### src/rtl/uart_rx_os_pkg.sv
// Shared UART definitions: receiver FSM states, frame width and bit-timing helper.
package uart_pkg;

   typedef enum logic [2:0] {
      IDLE,
      START,
      DATA,
      STOP,
      BREAK
   } uart_state_e;

   localparam int UART_DATA_BITS = 8;

   // Mid-bit position used as the centre of the three-point majority window.
   function automatic int half_bit(input int cpb);
      return cpb / 2;
   endfunction

endpackage

### src/rtl/uart_rx_os_bit_sync.sv
// Two-flop synchroniser for a single asynchronous input, with a selectable reset value.
module bit_sync #(
   parameter logic RESET_VAL = 1'b1
) (
   input  logic clk,
   input  logic rst,
   input  logic d,
   output logic q
);

   logic meta;

   always_ff @(posedge clk or posedge rst) begin
      if (rst) begin
         meta <= RESET_VAL;
         q    <= RESET_VAL;
      end else begin
         meta <= d;
         q    <= meta;
      end
   end

endmodule

### src/rtl/uart_rx_os.sv
// 8N1 UART receiver: synchronised input, three-point majority sampling around mid-bit,
// stop-bit framing check and one-cycle byte / framing-error strobes.
module uart_rx_os
   import uart_pkg::*;
#(
   parameter int CLKS_PER_BIT = 434
) (
   input  logic       clk,
   input  logic       rst,
   input  logic       rx,
   output logic [7:0] data,
   output logic       data_valid,
   output logic       frame_err,
   output logic       busy
);

   localparam int H  = half_bit(CLKS_PER_BIT);
   localparam int CW = $clog2(CLKS_PER_BIT);

   localparam logic [CW-1:0] K_A    = CW'(H - 1);
   localparam logic [CW-1:0] K_B    = CW'(H);
   localparam logic [CW-1:0] K_C    = CW'(H + 1);
   localparam logic [CW-1:0] K_LAST = CW'(CLKS_PER_BIT - 1);
   localparam logic [2:0]    LAST_BIT = 3'(UART_DATA_BITS - 1);

   uart_state_e                state;
   logic                       rx_s;
   logic [CW-1:0]              cnt;
   logic [2:0]                 bit_idx;
   logic [UART_DATA_BITS-1:0]  shreg;
   logic                       s_a;
   logic                       s_b;
   logic                       maj;

   bit_sync #(.RESET_VAL(1'b1)) u_rx_sync (
      .clk (clk),
      .rst (rst),
      .d   (rx),
      .q   (rx_s)
   );

   // The third sample is the live rx_s, so the vote is meaningful only at k = H+1.
   always_comb begin
      maj = (s_a & s_b) | (s_a & rx_s) | (s_b & rx_s);
   end

   assign busy = (state != IDLE);

   // Receiver FSM. IDLE holds the counter at 0 so the first low cycle is count 0 of the
   // start bit; STOP returns to IDLE right after the vote so a back-to-back start is not missed.
   always_ff @(posedge clk or posedge rst) begin
      if (rst) begin
         state      <= IDLE;
         cnt        <= '0;
         bit_idx    <= '0;
         shreg      <= '0;
         s_a        <= 1'b1;
         s_b        <= 1'b1;
         data       <= 8'h00;
         data_valid <= 1'b0;
         frame_err  <= 1'b0;
      end else begin
         data_valid <= 1'b0;
         frame_err  <= 1'b0;

         if (cnt == K_A) s_a <= rx_s;
         if (cnt == K_B) s_b <= rx_s;

         case (state)
            IDLE: begin
               cnt     <= '0;
               bit_idx <= '0;
               if (!rx_s) begin
                  state <= START;
                  cnt   <= CW'(1);
               end
            end

            START: begin
               if (cnt == K_C && maj) begin
                  state <= IDLE;
                  cnt   <= '0;
               end else if (cnt == K_LAST) begin
                  state <= DATA;
                  cnt   <= '0;
               end else begin
                  cnt <= cnt + 1'b1;
               end
            end

            DATA: begin
               if (cnt == K_C) shreg[bit_idx] <= maj;
               if (cnt == K_LAST) begin
                  cnt <= '0;
                  if (bit_idx == LAST_BIT) begin
                     state   <= STOP;
                     bit_idx <= '0;
                  end else begin
                     bit_idx <= bit_idx + 1'b1;
                  end
               end else begin
                  cnt <= cnt + 1'b1;
               end
            end

            STOP: begin
               if (cnt == K_C) begin
                  cnt <= '0;
                  if (maj) begin
                     data       <= shreg;
                     data_valid <= 1'b1;
                     state      <= IDLE;
                  end else begin
                     frame_err <= 1'b1;
                     state     <= BREAK;
                  end
               end else begin
                  cnt <= cnt + 1'b1;
               end
            end

            // A line stuck low must return high before another frame can start.
            BREAK: begin
               cnt <= '0;
               if (rx_s) state <= IDLE;
            end

            default: begin
               state <= IDLE;
               cnt   <= '0;
            end
         endcase
      end
   end

endmodule

### config.mk
export PLATFORM = sky130hd
export DESIGN_NAME = uart_rx_os
export DESIGN_NICKNAME = d
export VERILOG_FILES = /design/src/rtl/uart_rx_os_pkg.sv /design/src/rtl/uart_rx_os_bit_sync.sv /design/src/rtl/uart_rx_os.sv
export SDC_FILE = /design/constraint.sdc
export NUM_CORES = 1
export LEC_CHECK = 0
export ABC_AREA = 0
export BUFFER_PORTS_ARGS = -buffer_cell sky130_fd_sc_hd__buf_2
export CAP_MARGIN = 0
export CORE_ASPECT_RATIO = 0.9
export CORE_MARGIN = 4
export CORE_UTILIZATION = 40
export DETAILED_ROUTE_END_ITERATION = 8
export SETUP_SLACK_MARGIN = 0.05
export SLEW_MARGIN = 15
export SYNTH_ARGS = -nofsm -noshare
export SYNTH_HDL_FRONTEND = slang
export SYNTH_HIERARCHICAL = 1
export SYNTH_SLANG_ARGS = --single-unit
### constraint.sdc
create_clock -name clk -period 2.05 [get_ports clk]
set_input_delay 0.41 -clock clk [delete_from_list [all_inputs] [get_ports clk]]
set_output_delay 0.41 -clock clk [all_outputs]
set_load 0.02 [all_outputs]
==> impl_results.md <==
* Setup CP Type: flop to flop
* Status: finished, final reports clean
* Synth area leader: dfrtp_1
* Effective utilization at floorplan at 0.428
* I/O Buffers at 13
* GP Congestion at 0.811
* Die area at 5640 um^2
* Post-Synthesis Cells at roughly 150
* Worst vdd ir at between 0.0003 and 0.0004 V
* Skew-Pair Late Insertion Delay at slightly below 300 ps
* Resize count post-CTS at 0
* Number of max-cap violations at 0
* Pwr Density at 615 nW/um^2
* Final ANT Viol Nets at 0
* Drt initial violations at 76
* Synth Net Count at between 150 and 200
* GRT Residual Overflow at 0
* CORE AREA at 4210 um^2
* IO Pins at 14
* Vias per cell at ~5.3
* CTS tree: done
* First-pass GRT wire length at 5890 um
* Site Rows at 22
* Die H at 71.7 um
* Total GRT Usage at 0.134
* Syn. warnings at 6
* Crit path time final at 1890 ps
* Clock sinks at 37
* Post-synth ARST share at 1.00
* Final setup fails at 0
* Top-count cell post-synth: dfrtp_1
* Crit path DAT at between 2000 and 2500 ps
* Largest net degree at the start of global routing at 36
* Total Wirelength at 3300 um
* Ys flop type: dfrtp_1
* Crit path required time at 2230 ps
* Worst slew margin at 0.701
* Unrepaired setup endpoints after global routing: false
* Share of layout cells above drive strength 1 at 0.299
* Layout area overhead at 12.5%
* Antenna violations before repair at 0
* Setup TNS at 0 ps
* Routed WL per cell at 14.1 um
* Fin. Hold Viols at 0
* Synth area leaders: dfrtp_1 (46%), mux2_2 (9.4%), dfstp_2 (5.8%)
* CTS root buf: clkbuf_8
* Via count at between 1000 and 1500
* Leak at 0.000964 uW
* Register area share after synthesis at 0.517
* Drt first pass iters at 4
* Top cells by count, synth: dfrtp_1 (33), mux2_2 (15), nor2_1 (11), a21oi_1 (9)
* Clock skew at slightly below 6 ps
* Post-CTS Hold Buffers at 0
* Final core utilization at 0.481
* Critical Path Start Type: flop
* Crit. End Element: flop
* Max-slew violation count at 0
* Reg2Reg Depth at 6
* Horiz. Die Dim at 78.7 um
* Post-synth cell types at 41
* Max Root-Sink Buffers at 2
* Number of synthesized flops with an enable pin at 0
* Post-CTS setup buffer count at 0
* DP HPWL at 2400 um
* Crit-path max FO at 7
* CTS clk-pin slew, worst paths at 80 ps
* Worst Tran Pin Value at 448 ps
* Hold Slack at 137 ps
* Fmax at 0.530 GHz
* Htree depth at 2
* Antenna Cells at 0
* Yosys reg bits at 37
* Hold Path Class: primary input to async pin
* Number of global-route vias before repair at 1244
* Syn_area_per_cell at roughly 12 um^2
* Final period utilization at 0.920
* Synth top area share at 0.459
* Synthesized cell area at 1800 um^2
* # nets final at 182
* DR DRC count at 0
* Inserted Clock Buffers at 5
[cell type report]
cell class / instances / area (um^2)
Multi-Input combinational cell: 105 / 812
Clock inverter: 3 / 17.5
Inverter: 7 / 26.3
Timing Repair Buffer: 17 / 95.1
Tap cell: 60 / 75.1
Sequential cell: 37 / 931
Clock buffer: 5 / 68.8
Fill cell: 383 / 2190
[report_power, final]
group	internal, uW	switching (uW)
Clock	234	258
Combinational	3.06	14.2
Sequential	733	2.26
Total	971	274
[stage by stage]
| step | cells | instance area, um^2 | worst slack (ps) | power, uW |
|---|---|---|---|---|
| 6_report | 234 | 2030 | 163 | 1240 |
| 2_1_floorplan | 154 | 1800 | 303 | 760 |
| 3_5_place_dp | 226 | 1940 | 171 | 768 |
| 5_1_grt | 234 | 2030 | 68.4 | 1310 |
| 3_3_place_gp | 226 | 1940 | 195 | 767 |
| 4_1_cts | 234 | 2030 | 165 | 1260 |
[path summary, 6_finish.rpt]
| path | from | end | slack, ps |
|---|---|---|---|
| worst max-delay path | cnt[0]$_DFF_PP0_ | shreg[2]$_DFFE_PP0P_ | 160 |
| worst min-delay path | rst | u_rx_sync/meta$_DFF_PP1_ | 140 |
| worst max register to register | cnt[0]$_DFF_PP0_ | shreg[2]$_DFFE_PP0P_ | 160 |
| worst min register to register | u_rx_sync/meta$_DFF_PP1_ | u_rx_sync/q$_DFF_PP1_ | 360 |
| max in group asynchronous | rst | s_a$_DFFE_PP1N_ | 1500 |
| min in group clk | rx | u_rx_sync/meta$_DFF_PP1_ | 220 |
[critical path: stages (launching register included)]
cell	delay, ps
dfrtp_1	450
inv_1	140
ha_1	180
and4bb_2	280
nand2_1	140
nor3_1	240
mux2_2	360
[state kept, by name (all words and copies together), names as in the netlist]
signal and cells:
data 8, data_valid 1, frame_err 1, u_rx_sync/meta 1, u_rx_sync/q 1, s_a 1, bit_idx 3, state 3
s_b 1, cnt 9, shreg 8
[cells in the final DEF (no fill, tap or decap), drive strengths merged, types with 2 or more instances in the layout]
master / count
nand3b: 2
inv: 7
and4b: 2
nand2: 7
xor2: 6
ha: 6
clkinv: 2
nor3: 5
and4bb: 2
nor3b: 2
o21ai: 5
nand4: 5
or3: 2
buf: 17
nor2: 11
mux2: 18
clkbuf: 5
dfrtp: 33
dfstp: 4
a21oi: 9
and3: 2
and4: 2
nand3: 6
a22o: 2
[kinds of logic after synthesis]
| logic type | Yosys count | share of synthesized area |
|---|---|---|
| AO/OA/AOI/OAI | 24 | 0.0896 |
| XOR/XNOR | 7 | 0.0341 |
| adder cells (fa/ha/maj) | 7 | 0.0473 |
| buffers and inverters | 12 | 0.0320 |
| flip-flops | 37 | 0.517 |
| multiplexers | 18 | 0.113 |
| AND/OR/NAND/NOR | 49 | 0.167 |
[layer usage]
layer,share of wire,up-vias,wire [um],track usage
li1,-,598,-,-
met1,0.50,604,1650,0.183
met2,0.44,22,1470,0.196
met3,0.043,5,142,0.0515
met4,0.014,0,46,0.0408
met5,0,-,0,0
(Power assumes the default switching activity.)
